--- src/rtl/ctrl_pad_sequencer_if.sv ---
// Host/pad-side bundle of the control-pad sequencer.
// Handshake: a valve word transfers on a rising clk edge where cfg_valid and
// cfg_ready are both high; cfg_ready is combinational, and the host may raise
// or drop cfg_valid at any time. Valid does not wait for ready.
interface ctrl_pad_sequencer_if #(
    parameter int N_CTRL = 16,
    parameter int N_PUMP = 3,
    parameter int CNT_W  = 16
);
    logic              cfg_valid;
    logic              cfg_ready;
    logic [N_CTRL-1:0] cfg_valves;
    logic [CNT_W-1:0]  cfg_dwell;
    logic              pump_en;
    logic              pump_dir;
    logic [CNT_W-1:0]  pump_period;
    logic              flush_req;
    logic [CNT_W-1:0]  flush_cycles;
    logic [N_CTRL-1:0] valve_out;
    logic [N_PUMP-1:0] pump_out;
    logic [N_CTRL-1:0] flush_out;
    logic              busy;
    logic              flush_done;
    logic [1:0]        state_dbg;    // FSM state: 0 idle, 1 hold, 2 flush

    modport master (
        output cfg_valid, cfg_valves, cfg_dwell, pump_en, pump_dir,
               pump_period, flush_req, flush_cycles,
        input  cfg_ready, valve_out, pump_out, flush_out, busy, flush_done,
               state_dbg
    );

    modport slave (
        input  cfg_valid, cfg_valves, cfg_dwell, pump_en, pump_dir,
               pump_period, flush_req, flush_cycles,
        output cfg_ready, valve_out, pump_out, flush_out, busy, flush_done,
               state_dbg
    );
endinterface

--- src/rtl/ctrl_pad_sequencer.sv ---
// Control-layer pad sequencer: valve words with dwell, a channel-by-channel
// flush sweep, and a free-running peristaltic pump pattern generator.
module ctrl_pad_sequencer #(
    parameter int N_CTRL = 16,
    parameter int N_PUMP = 3,
    parameter int CNT_W  = 16
) (
    input  logic                 clk,
    input  logic                 rst_n,
    ctrl_pad_sequencer_if.slave  bus
);
    localparam int CH_W = (N_CTRL > 1) ? $clog2(N_CTRL) : 1;
    localparam int S_W  = $clog2(2 * N_PUMP);
    localparam logic [S_W-1:0]  S_LAST  = S_W'(2 * N_PUMP - 1);
    localparam logic [CH_W-1:0] CH_LAST = CH_W'(N_CTRL - 1);

    typedef enum logic [1:0] {
        ST_IDLE  = 2'd0,
        ST_HOLD  = 2'd1,
        ST_FLUSH = 2'd2
    } state_t;

    state_t            state, state_nxt;
    logic [CNT_W-1:0]  cnt, cnt_nxt;
    logic [CH_W-1:0]   ch, ch_nxt;
    logic [N_CTRL-1:0] word_q, word_nxt;     // word restored after a flush
    logic [N_CTRL-1:0] valve_q, valve_nxt;
    logic [N_CTRL-1:0] flush_q, flush_nxt;
    logic              busy_q, busy_nxt;
    logic              done_q, done_nxt;
    logic              accept, flush_start, cnt_zero, ch_last;

    logic [S_W-1:0]    s_q;
    logic [CNT_W-1:0]  pcnt;
    logic [N_PUMP-1:0] pump_q, pattern;
    logic [S_W-1:0]    half, partner;

    // A pending flush request blocks acceptance so the flush always wins.
    assign bus.cfg_ready = (state == ST_IDLE) && !bus.flush_req;
    assign accept        = bus.cfg_valid && bus.cfg_ready;
    assign flush_start   = (state == ST_IDLE) && bus.flush_req;
    assign cnt_zero      = (cnt == '0);
    assign ch_last       = (ch == CH_LAST);

    assign bus.valve_out  = valve_q;
    assign bus.pump_out   = pump_q;
    assign bus.flush_out  = flush_q;
    assign bus.busy       = busy_q;
    assign bus.flush_done = done_q;
    assign bus.state_dbg  = state;

    // State register.
    always_ff @(posedge clk or negedge rst_n) begin
        if (!rst_n) state <= ST_IDLE;
        else        state <= state_nxt;
    end

    // Next-state logic: hold until dwell expires, flush until last channel expires.
    always_comb begin
        state_nxt = state;
        case (state)
            ST_IDLE: begin
                if (flush_start)  state_nxt = ST_FLUSH;
                else if (accept)  state_nxt = ST_HOLD;
            end
            ST_HOLD:  if (cnt_zero) state_nxt = ST_IDLE;
            ST_FLUSH: if (cnt_zero && ch_last) state_nxt = ST_IDLE;
            default:  state_nxt = ST_IDLE;
        endcase
    end

    // Output/datapath next values: counter, channel and the pad words.
    always_comb begin
        cnt_nxt   = cnt;
        ch_nxt    = ch;
        word_nxt  = word_q;
        valve_nxt = valve_q;
        flush_nxt = flush_q;
        done_nxt  = 1'b0;
        busy_nxt  = (state_nxt != ST_IDLE);
        case (state)
            ST_IDLE: begin
                if (flush_start) begin
                    cnt_nxt   = bus.flush_cycles;
                    ch_nxt    = '0;
                    flush_nxt = N_CTRL'(1);
                    valve_nxt = word_q & ~N_CTRL'(1);
                end else if (accept) begin
                    cnt_nxt   = bus.cfg_dwell;
                    word_nxt  = bus.cfg_valves;
                    valve_nxt = bus.cfg_valves;
                end
            end
            ST_HOLD: begin
                if (!cnt_zero) cnt_nxt = cnt - CNT_W'(1);
            end
            ST_FLUSH: begin
                if (!cnt_zero) begin
                    cnt_nxt = cnt - CNT_W'(1);
                end else if (ch_last) begin
                    flush_nxt = '0;
                    valve_nxt = word_q;
                    done_nxt  = 1'b1;
                end else begin
                    ch_nxt    = ch + CH_W'(1);
                    cnt_nxt   = bus.flush_cycles;
                    flush_nxt = flush_q << 1;
                    valve_nxt = word_q & ~(flush_q << 1);
                end
            end
            default: ;
        endcase
    end

    // Datapath registers; reset leaves every valve closed and no flush line active.
    always_ff @(posedge clk or negedge rst_n) begin
        if (!rst_n) begin
            cnt     <= '0;
            ch      <= '0;
            word_q  <= '1;
            valve_q <= '1;
            flush_q <= '0;
            busy_q  <= 1'b0;
            done_q  <= 1'b0;
        end else begin
            cnt     <= cnt_nxt;
            ch      <= ch_nxt;
            word_q  <= word_nxt;
            valve_q <= valve_nxt;
            flush_q <= flush_nxt;
            busy_q  <= busy_nxt;
            done_q  <= done_nxt;
        end
    end

    // Pump step decode: valve s/2 is open, plus its successor on odd steps.
    always_comb begin
        half    = s_q >> 1;
        partner = (half == S_W'(N_PUMP - 1)) ? '0 : half + S_W'(1);
        pattern = '1;
        for (int j = 0; j < N_PUMP; j++) begin
            if ((S_W'(j) == half) || (s_q[0] && (S_W'(j) == partner)))
                pattern[j] = 1'b0;
        end
    end

    // Pump period counter and step index; both freeze while the pump is disabled.
    always_ff @(posedge clk or negedge rst_n) begin
        if (!rst_n) begin
            s_q    <= '0;
            pcnt   <= '0;
            pump_q <= '1;
        end else if (bus.pump_en) begin
            pump_q <= pattern;
            if (pcnt == bus.pump_period) begin
                pcnt <= '0;
                if (bus.pump_dir) s_q <= (s_q == '0) ? S_LAST : s_q - S_W'(1);
                else              s_q <= (s_q == S_LAST) ? '0 : s_q + S_W'(1);
            end else begin
                pcnt <= pcnt + CNT_W'(1);
            end
        end else begin
            pump_q <= '1;
        end
    end
endmodule
--- src/flat_wrapper.sv ---
// flat-port wrapper written by rule: the top's interface ports become plain ports
module ctrl_pad_sequencer_flat 
#(
    parameter int N_CTRL = 16,
    parameter int N_PUMP = 3,
    parameter int CNT_W  = 16
)
  (clk, rst_n, bus_cfg_valid, bus_cfg_valves, bus_cfg_dwell, bus_pump_en, bus_pump_dir, bus_pump_period, bus_flush_req, bus_flush_cycles, bus_cfg_ready, bus_valve_out, bus_pump_out, bus_flush_out, bus_busy, bus_flush_done, bus_state_dbg);
  ctrl_pad_sequencer_if #(.N_CTRL(N_CTRL), .N_PUMP(N_PUMP), .CNT_W(CNT_W)) bus_i ();
  input  logic clk;
  input  logic rst_n;
  input wire logic [$bits(bus_i.cfg_valid)-1:0] bus_cfg_valid;
  input wire logic [$bits(bus_i.cfg_valves)-1:0] bus_cfg_valves;
  input wire logic [$bits(bus_i.cfg_dwell)-1:0] bus_cfg_dwell;
  input wire logic [$bits(bus_i.pump_en)-1:0] bus_pump_en;
  input wire logic [$bits(bus_i.pump_dir)-1:0] bus_pump_dir;
  input wire logic [$bits(bus_i.pump_period)-1:0] bus_pump_period;
  input wire logic [$bits(bus_i.flush_req)-1:0] bus_flush_req;
  input wire logic [$bits(bus_i.flush_cycles)-1:0] bus_flush_cycles;
  output wire logic [$bits(bus_i.cfg_ready)-1:0] bus_cfg_ready;
  output wire logic [$bits(bus_i.valve_out)-1:0] bus_valve_out;
  output wire logic [$bits(bus_i.pump_out)-1:0] bus_pump_out;
  output wire logic [$bits(bus_i.flush_out)-1:0] bus_flush_out;
  output wire logic [$bits(bus_i.busy)-1:0] bus_busy;
  output wire logic [$bits(bus_i.flush_done)-1:0] bus_flush_done;
  output wire logic [$bits(bus_i.state_dbg)-1:0] bus_state_dbg;
  assign bus_i.cfg_valid = bus_cfg_valid;
  assign bus_i.cfg_valves = bus_cfg_valves;
  assign bus_i.cfg_dwell = bus_cfg_dwell;
  assign bus_i.pump_en = bus_pump_en;
  assign bus_i.pump_dir = bus_pump_dir;
  assign bus_i.pump_period = bus_pump_period;
  assign bus_i.flush_req = bus_flush_req;
  assign bus_i.flush_cycles = bus_flush_cycles;
  assign bus_cfg_ready = bus_i.cfg_ready;
  assign bus_valve_out = bus_i.valve_out;
  assign bus_pump_out = bus_i.pump_out;
  assign bus_flush_out = bus_i.flush_out;
  assign bus_busy = bus_i.busy;
  assign bus_flush_done = bus_i.flush_done;
  assign bus_state_dbg = bus_i.state_dbg;
  ctrl_pad_sequencer #(.N_CTRL(N_CTRL), .N_PUMP(N_PUMP), .CNT_W(CNT_W)) u_core (.clk(clk), .rst_n(rst_n), .bus(bus_i));
endmodule
--- config.mk ---
export PLATFORM = sky130hd
export DESIGN_NAME = ctrl_pad_sequencer_flat
export DESIGN_NICKNAME = d
export VERILOG_FILES = /design/src/rtl/ctrl_pad_sequencer_if.sv /design/src/rtl/ctrl_pad_sequencer.sv /design/src/flat_wrapper.sv
export SDC_FILE = /design/constraint.sdc
export NUM_CORES = 1
export LEC_CHECK = 0
export CAP_MARGIN = 40
export CORE_AREA = 2 2 89 112
export CTS_BUF_LIST = sky130_fd_sc_hd__clkbuf_16
export CTS_CLUSTER_DIAMETER = 40
export DETAILED_ROUTE_END_ITERATION = 7
export DIE_AREA = 0 0 91 114
export DONT_BUFFER_PORTS = 1
export PLACE_DENSITY_LB_ADDON = 0.1
export SYNTH_ARGS = -nofsm -noshare
export SYNTH_HDL_FRONTEND = slang
export SYNTH_SLANG_ARGS = --single-unit
--- constraint.sdc ---
create_clock -name clk -period 2.9 [get_ports clk]
set_input_delay 0.435 -clock clk [delete_from_list [all_inputs] [get_ports clk]]
set_output_delay 0.435 -clock clk [all_outputs]
set_load 0.01 [all_outputs]
# Word-level counts from Yosys, hierarchy flattened

Cells that the tools add are included.

Add/subtract/negate cells: 6
Reduce and logical (&&, ||, !) cells: 25
Multiplexer cells: 36
$mul: 0
Bitwise operators: 3
Shift operators: 0
Equality and inequality tests: 16
$lt $le $gt $ge: 0
Div/mod/pow operators: 0

Operators with widths:

| cell                  | number |
|---|---|
| $mux 16               | 13 |
| $pmux 16 s2           | 2 |
| $pmux 16 s3           | 1 |
| $add 16x1->16 const B | 1 |
| $and 16x16->16        | 1 |
| $eq 16x16->1          | 1 |
| $logic_not 16->1      | 1 |
| $not 16->16           | 1 |
| $sub 16x1->16 const B | 1 |
| $mux 3                | 5 |
| $mux 4                | 3 |
| $logic_not 3->1       | 3 |
| $reduce_and 3->1      | 3 |
| $mux 2                | 4 |
| $pmux 4 s2            | 1 |
| $reduce_and 4->1      | 2 |
| $logic_and 1x1->1     | 7 |
| $mux 1                | 6 |
| $pmux 2 s3            | 1 |
| $add 4x1->4 const B   | 1 |
| $eq 2x2->1 const B    | 2 |
| $eq 4x4->1 const B    | 1 |
| $ne 2x1->1 const B    | 2 |
| $ne 2x2->1 const B    | 2 |
| 18 further kinds      | 21 |

Register bits after elaboration: 94
Logic and storage cells: 97
Memories kept: 0
Output and inout port bits: 40
Latch bits: 0
Memory bits (read-only): 0
Memory bits (writable): 0

# Depth between registers and ports, before layout

Gate-level depths: netlist of run 1.

Depth after elaboration: 7
Mapped depth: 10
Gate-level depth less buffers: 7

# Least setup slack after synthesis of run 1

No wires, ideal clock.

Kind: reg2reg
Start point: register u_core.state[0] (netlist: u_core.bus.state_dbg[0])
End point: register u_core.word_q[10]
Clock period less this slack: 2252 ps
Stages on the path, launching flop included: 9
Setup time: 82 ps
Arrival time: 2170 ps
Slack: 648 ps
Cell sequence: dfrtp_1 -> inv_1 -> ha_1 -> clkbuf_1 -> nand2b_1 -> inv_1 -> nand2_1 -> clkbuf_1 -> mux2_2

Cells in the longest elaborated chain, start to end: 4
Elaborated cells between the ends (all ways): 6
Classes of those cells: bitwise (1); reduce/logical (5)

Ends and longest elaborated chain:

| what                       | line                      | text |
|---|---|---|
| start: declaration         | ctrl_pad_sequencer.sv:23  | `state_t state, state_nxt;` |
| start signal: assignment   | ctrl_pad_sequencer.sv:55  | `else state <= state_nxt;` |
| $logic_not 2->1            | ctrl_pad_sequencer.sv:39  | `assign bus.cfg_ready = (state == ST_IDLE) && !bus.flush_req;` |
| $logic_and 1x1->1          | ctrl_pad_sequencer.sv:39  |  |
| named net bus_cfg_ready    | flat_wrapper.sv:20        | `output wire logic [$bits(bus_i.cfg_ready)-1:0] bus_cfg_ready;` |
| $logic_and 1x1->1          | ctrl_pad_sequencer.sv:40  | `assign accept = bus.cfg_valid && bus.cfg_ready;` |
| $reduce_and 3->1 (no line) | --                        |  |
| end signal: assignment     | ctrl_pad_sequencer.sv:128 | `word_q <= word_nxt;` |
| end: declaration           | ctrl_pad_sequencer.sv:26  | `logic [N_CTRL-1:0] word_q, word_nxt;` |

The timed path passes the listed nets, and every way through them passes these cells.
A chain may end at the register's enable or synchronous reset.

# Worst setup path in the final report of run 1

Start point: register u_core.cnt[0]
End point: register u_core.cnt[4]

Cells in the longest elaborated chain, start to end: 3
Elaborated cells between the ends (all ways): 8
Classes of those cells: add/sub (1); eq/ne (2); mux (3); reduce/logical (2)

Ends and longest elaborated chain:

| what                                              | line                                                                         | text |
|---|---|---|
| start: declaration                                | ctrl_pad_sequencer.sv:24                                                     | `logic [CNT_W-1:0] cnt, cnt_nxt;` |
| start signal: assignment                          | ctrl_pad_sequencer.sv:126                                                    | `cnt <= cnt_nxt;` |
| $sub 16x1->16 or $logic_not 16->1 (tied branches) | ctrl_pad_sequencer.sv:95, ctrl_pad_sequencer.sv:99, ctrl_pad_sequencer.sv:42 |  |
| $mux 16 (tied with other cells)                   | ctrl_pad_sequencer.sv:98                                                     | `if (!cnt_zero) begin` |
| $pmux 16 s3 or $reduce_and 4->1 (tied branches)   | --                                                                           |  |

Parallel ways exist; a longest one is shown, timed or not. The select of a mux whose other input is x is not followed.

==> results.yml, run 1 <==
clock_tree:
  numCtsBuffers: 9
  cts.sinks: 94
  cts_resized: 0
  htree_levels: 3
  clock_latency_ns: 0.34
  clock_path_buffers: 2
  cts_tree: "done"
  cts_root_buf: "clkbuf_16"
  clk_pin_slew_ns: 0.07
final_layout:
  post-route-util_pct: 63.6
  area.sequential_um2: 2400
  antenna_cells: 0
  nets: 644
  area_delta_synth_final_pct: 9.28
  fillers: 861
  drive_above_1_share_pct: 20.5
  multi_input_area_um2: 2810
  final_cells: 696
route:
  drtIter0Drc: 197
  vias: 4308
  ant_nets: 0
  via_per_inst: 6.19
  routedWlPerCell_um: 18.9
  finalWirelength_mm: 13.2
  first_pass_iters: 5
  drc: 0
yosys:
  synth_cells: 569
  yosysWarnings: 0
  synthArstFlopShare_pct: 100
  synth_ff_type: "dfrtp_1"
  synth-edff-count: 0
  synth.ff_latch_count: 94
  syn_area_um2: 5480
  avgSynthCellArea_um2: 9.62
  ys_types: 59
  synth_nets: 648
  ys_seq_area_share_pct: 43.8
outcome:
  outcome: "completed"
global_routing:
  first_global_vias: 4450
  overflow: 0
  grt_start_max_net_pins: 95
  grt_pass1_wl_mm: 21.7
  gr-usage-all-layers_pct: 26.1
  antenna_found_initial: 0
worst_setup_path:
  crit_required_ns: 3.12
  r2r_start: "u_core.cnt[0]$_DFFE_PN0P_"
  worstSetupStartpointType: "register"
  worstPathMaxFanout: 14
  crit_buf_inv: 3
  end_kind: "register"
  crit_path_top_delay_cell: "a31oi_1"
  cp_top_family: "compound AO/OA/AOI/OAI gates"
  crit_chain: "inv_1 > ha_1 > nor4b_2 > buf_4 > and3_1 > a31oi_1 > buf_4 > a31oi_1 > o32ai_1"
  crit_path_start: "u_core.cnt[0]$_DFFE_PN0P_"
  critical-path-max-stage-delay_ns: 0.61
  critPathArrivalTime_ns: 2.93
  path_class: "register to register"
worst_hold_path:
  hold_class: "input port to async pin"
timing:
  slew_viol_final: 0
  hold_viol: 0
  fmax_ghz: 0.369
  min_period_ns: 2.71
  worstMarginPinSlew_ns: 0.747
  final.setup.tns_ns: 0
  period_share_pct: 93.4
  setup_viol: 0
  hold_ws_ns: 0.00370
  skew_ns: 0.00569
  rsz0062_at_grt: "no"
  max_slew_margin_pct: 50.0
power:
  p_leak_nw: 2.58
  power.density_nw_per_um2: 1140
  vdd.ir_drop.worst_mv: 0.685
  totalPowerFinal_mw: 6.81
floorplan:
  die_area_um2: 10400
  start_util_pct: 58.2
  num_io_pins: 110
  die_h_um: 114
  num_rows: 40
  coreArea_um2: 9410
  die_w_um: 91
placed_design:
  io_buffers: 0
  numPlacedInstances: 679
  place_congestion: 0.861
  hpwl_mm: 9.18
job:
  cap_violations: 0
[through the flow]
stage	setup slack, ns	cell area (um2)
floorplan	0.648	5480
global placement	0.234	5620
detailed placement	0.247	5650
CTS	0.220	5980
global route	0.00915	5980
finish	0.190	5980
[sequential cells by signal, indices dropped and copies added, names as in the netlist]
signal	count
u_core.word_q	16
u_core.ch	4
u_core.bus.pump_out	3
u_core.bus.valve_out	16
u_core.cnt	16
u_core.pcnt	16
u_core.bus.flush_out	16
u_core.bus.busy	1
u_core.bus.state_dbg	2
u_core.s_q	3
u_core.bus.flush_done	1
[cell usage after synthesis, drive strengths merged (3+ instances only)]
library cell  number  area [um2]
dfrtp             59        1480
nand2             54         203
nor2              39         146
inv               36         135
mux2              36         405
dfstp             35         920
nand3             30         150
clkbuf            26        97.6
o21ai             23         119
xor2              22         193
and3              20         125
mux2i             18         180
a21oi             16        83.8
xnor2             14         123
nand4             13        87.6
a211oi            12        90.1
a221oi            10        87.6
nor4              10        83.8
a31oi              9        56.3
ha                 9         113
nor3               9        45.0
o31ai              9        67.6
buf                8        55.1
o32ai              6        52.6
nand2b             5        31.3
a22oi              4        30.0
a2111oi            3        26.3
or4                3        22.5
[metal layers]
| metal | GRT usage [%] | vias up | wire [um] |
|---|---|---|---|
| met1 | 32.2 | 2122 | 5450 |
| met5 | 0 | - | 0 |
| met2 | 43.9 | 130 | 6550 |
| met3 | 7.60 | 18 | 975 |
| li1 | - | 2038 | - |
| met4 | 8.79 | 0 | 204 |
[worst paths after layout]
check,to,slack (ns),cells past startpoint
max in group asynchronous,u_core.word_q[13]$_DFFE_PN1P_,2.48,1
max,u_core.cnt[4]$_DFFE_PN0P_,0.19,9
min reg2reg,u_core.cnt[8]$_DFFE_PN0P_,0.53,2
min in group clk,u_core.bus.pump_out[0]$_DFF_PN1_,0.17,1
max reg2reg,u_core.cnt[4]$_DFFE_PN0P_,0.19,9
min,u_core.pcnt[10]$_DFFE_PN0P_,0.004,1
[worst reg2reg max path, cell delays in order, from the launching register on]
cell and delay, ns:
dfrtp_1 0.40, inv_1 0.10, ha_1 0.22, nor4b_2 0.17, buf_4 0.16, and3_1 0.21
a31oi_1 0.61, buf_4 0.33, a31oi_1 0.11, o32ai_1 0.29
[layout make-up]
class                      instances  area share, %
clock buffer                      10           4.18
clock inverter                     6          0.962
inverter                          36           2.26
multi-input combinational        405           47.0
sequential                        94           40.0
tap                              126           2.63
timing repair buffer              19           2.97
[cells in the final DEF, fill, tap and decap left out, types with 18 or more instances in the layout]
cell      n
o21ai_0  22
nand2_1  54
mux2_2   36
xor2_1   22
nor2_1   39
inv_1    38
dfrtp_1  59
dfstp_2  35
nand3_1  30
and3_1   20
mux2i_1  18
[kinds of logic after synthesis]
family / Yosys count / share of synthesized area [%]
AND/OR/NAND/NOR: 195 / 18.3
AO/OA/AOI/OAI: 111 / 14.2
buffers and inverters: 70 / 5.25
flip-flops: 94 / 43.8
multiplexers: 54 / 10.7
XOR/XNOR: 36 / 5.76
adder cells (fa/ha/maj): 9 / 2.06
[power by group]
| group | internal (mW) | switching (mW) | total [mW] |
|---|---|---|---|
| combinational | 1.38 | 1.76 | 3.13 |
| clock | 0.717 | 0.499 | 1.22 |
| sequential | 1.95 | 0.506 | 2.46 |
| total | 4.05 | 2.76 | 6.81 |
[timing repair]
item	in CTS	in global routing
endpoints found under the hold margin	94	0
hold buffers	1	0
endpoints found under the setup margin	0	0
setup buffers	0	0
(Power assumes the default switching activity.)
==> run 2, diff against run 1 <==
--- a/config.mk
+++ b/config.mk
@@ -5,9 +5,9 @@
 export SDC_FILE = /design/constraint.sdc
 export NUM_CORES = 1
 export LEC_CHECK = 0
+export ABC_CLOCK_PERIOD_IN_PS = 2900
 export CAP_MARGIN = 40
 export CORE_AREA = 2 2 89 112
-export CTS_BUF_LIST = sky130_fd_sc_hd__clkbuf_16
 export CTS_CLUSTER_DIAMETER = 40
 export DETAILED_ROUTE_END_ITERATION = 7
 export DIE_AREA = 0 0 91 114
==> run 2 against run 1 <==
Sequential share of layout area did not move. Global-route usage did not move. First-iteration DRC count did not move. Die area did not move. Register-to-register slack barely moved. Power rose by 0.11%. Cell area did not move. Sequential power barely moved. Via count barely moved. Non-clock buffer count did not move. Critical path type unchanged. Critical endpoint unchanged. Largest power group unchanged.
==> results.yml, run 2 (synthesized netlist as in run 1, its figures left out) <==
outcome:
  outcome: "completed"
timing:
  max_slew_margin_pct: 49.8
  rsz0062_at_grt: "no"
  hold_viol: 0
  fmax_ghz: 0.369
  skew_ns: 0.00569
  hold_ws_ns: 0.00378
  final.setup.tns_ns: 0
  post-route-worst-setup-slack_ns: 0.189
  slew_viol_final: 0
  setup_viol: 0
  worstMarginPinSlew_ns: 0.750
  period_share_pct: 93.5
  min_period_ns: 2.71
power:
  switching_power_mw: 2.76
  totalPowerFinal_mw: 6.81
  p_clk_share_pct: 17.9
  p_seq_share_pct: 36.1
  pwr-share-comb_pct: 46.0
  swShare_pct: 40.5
  power.density_nw_per_um2: 1140
  vdd.ir_drop.worst_mv: 0.685
  p_int_mw: 4.05
  p_leak_nw: 2.57
worst_setup_path:
  path_class: "register to register"
  crit_required_ns: 3.12
  worstPathMaxFanout: 14
  critical-path-max-stage-delay_ns: 0.61
  crit_path_top_delay_cell: "a31oi_1"
  crit_buf_inv: 3
  critPathArrivalTime_ns: 2.93
  end_kind: "register"
  worstSetupStartpointType: "register"
  crit_chain: "inv_1 > ha_1 > nor4b_2 > buf_4 > and3_1 > a31oi_1 > buf_4 > a31oi_1 > o32ai_1"
  cp_top_family: "compound AO/OA/AOI/OAI gates"
route:
  routedWlPerCell_um: 18.9
  via_per_inst: 6.19
  vias: 4311
  ant_nets: 0
  finalWirelength_mm: 13.2
  drc: 0
  drtIter0Drc: 197
  first_pass_iters: 5
clock_tree:
  clock_latency_ns: 0.34
  postCtsSetupRepairBufs: 0
  cts_tree: "done"
  cts.sinks: 94
  clock_path_buffers: 2
  clk_pin_slew_ns: 0.07
  numCtsBuffers: 9
  cts_root_buf: "clkbuf_16"
  htree_levels: 3
job:
  cap_violations: 0
placed_design:
  numPlacedInstances: 679
  io_buffers: 0
  pre_cts_slack_ns: 0.247
  hpwl_mm: 9.18
  place_congestion: 0.861
  dpl-instance-area_um2: 5650
floorplan:
  coreArea_um2: 9410
  die_area_um2: 10400
  num_rows: 40
  die_h_um: 114
  start_util_pct: 58.2
  num_io_pins: 110
  die_w_um: 91
final_layout:
  drive_above_1_share_pct: 20.5
  antenna_cells: 0
  design_area_um2: 5980
  final_cell_mix: "dfrtp_1 (59), nand2_1 (54), nor2_1 (39)"
  nets: 644
  area_delta_synth_final_pct: 9.28
  post-route-util_pct: 63.6
  final_cells: 696
  fillers: 861
  final_common_cell: "dfrtp_1"
worst_hold_path:
  hold_class: "input port to async pin"
global_routing:
  first_global_vias: 4450
  gr-usage-all-layers_pct: 26.1
  grt_pass1_wl_mm: 21.7
  grt_start_max_net_pins: 95
  overflow: 0
  antenna_found_initial: 0
## run 2: final cells by class
type	count	area (um2)	area share [%]
Multi-Input combinational cell	405	2810	47.0
Sequential cell	94	2400	40.0
Clock buffer	12	258	4.31
Timing Repair Buffer	19	178	2.97
Tap cell	126	158	2.63
Inverter	36	135	2.26
Clock inverter	4	50.0	0.836
## run 2: routing by layer
layer  share of wire [%]  vias up  global-route usage [%]
li1                    -     2038                       -
met5                   0        -                       0
met2                  50      135                    43.9
met4                 1.5        0                    8.79
met1                  41     2120                    32.2
met3                 7.6       18                    7.60
## run 2: worst paths after layout
| path | cells after the start | endpoint | start | slack, ns |
|---|---|---|---|---|
| min reg2reg | 2 | u_core.cnt[8]$_DFFE_PN0P_ | u_core.cnt[8]$_DFFE_PN0P_ | 0.53 |
| max in group asynchronous | 1 | u_core.word_q[13]$_DFFE_PN1P_ | rst_n | 2.48 |
| min in group clk | 1 | u_core.bus.pump_out[0]$_DFF_PN1_ | bus_pump_en | 0.17 |
| min | 1 | u_core.pcnt[10]$_DFFE_PN0P_ | rst_n | 0.004 |
| max | 9 | u_core.cnt[4]$_DFFE_PN0P_ | u_core.cnt[0]$_DFFE_PN0P_ | 0.19 |
| max reg2reg | 9 | u_core.cnt[4]$_DFFE_PN0P_ | u_core.cnt[0]$_DFFE_PN0P_ | 0.19 |
## run 2: power groups by stage
stage	sequential (mW)	clock [mW]	combinational [mW]
after floorplan	2.32	0	2.43
after global placement	2.45	0	2.94
after detailed placement	2.48	0	3.08
after CTS	2.46	1.25	3.14
after global routing	2.52	1.31	3.49
final	2.46	1.22	3.13
## run 2: timing repair
item                       CTS  global route
resized for setup            0             0
setup endpoints to repair    0             0
hold buffers                 1             0
hold endpoints to repair    94             0
## run 2: worst reg2reg max path: stages (launching register included)
cell	delay (ns)
dfrtp_1	0.40
inv_1	0.10
ha_1	0.22
nor4b_2	0.17
buf_4	0.16
and3_1	0.20
a31oi_1	0.61
buf_4	0.33
a31oi_1	0.11
o32ai_1	0.30
==> run 3, diff against run 2 <==
--- a/config.mk
+++ b/config.mk
@@ -9,6 +9,7 @@
 export CAP_MARGIN = 40
 export CORE_AREA = 2 2 89 112
 export CTS_CLUSTER_DIAMETER = 40
+export CTS_CLUSTER_SIZE = 25
 export DETAILED_ROUTE_END_ITERATION = 7
 export DIE_AREA = 0 0 91 114
 export DONT_BUFFER_PORTS = 1
==> results of run 3 <==
The final DEF is identical to that of run 2; final timing and power are the same.
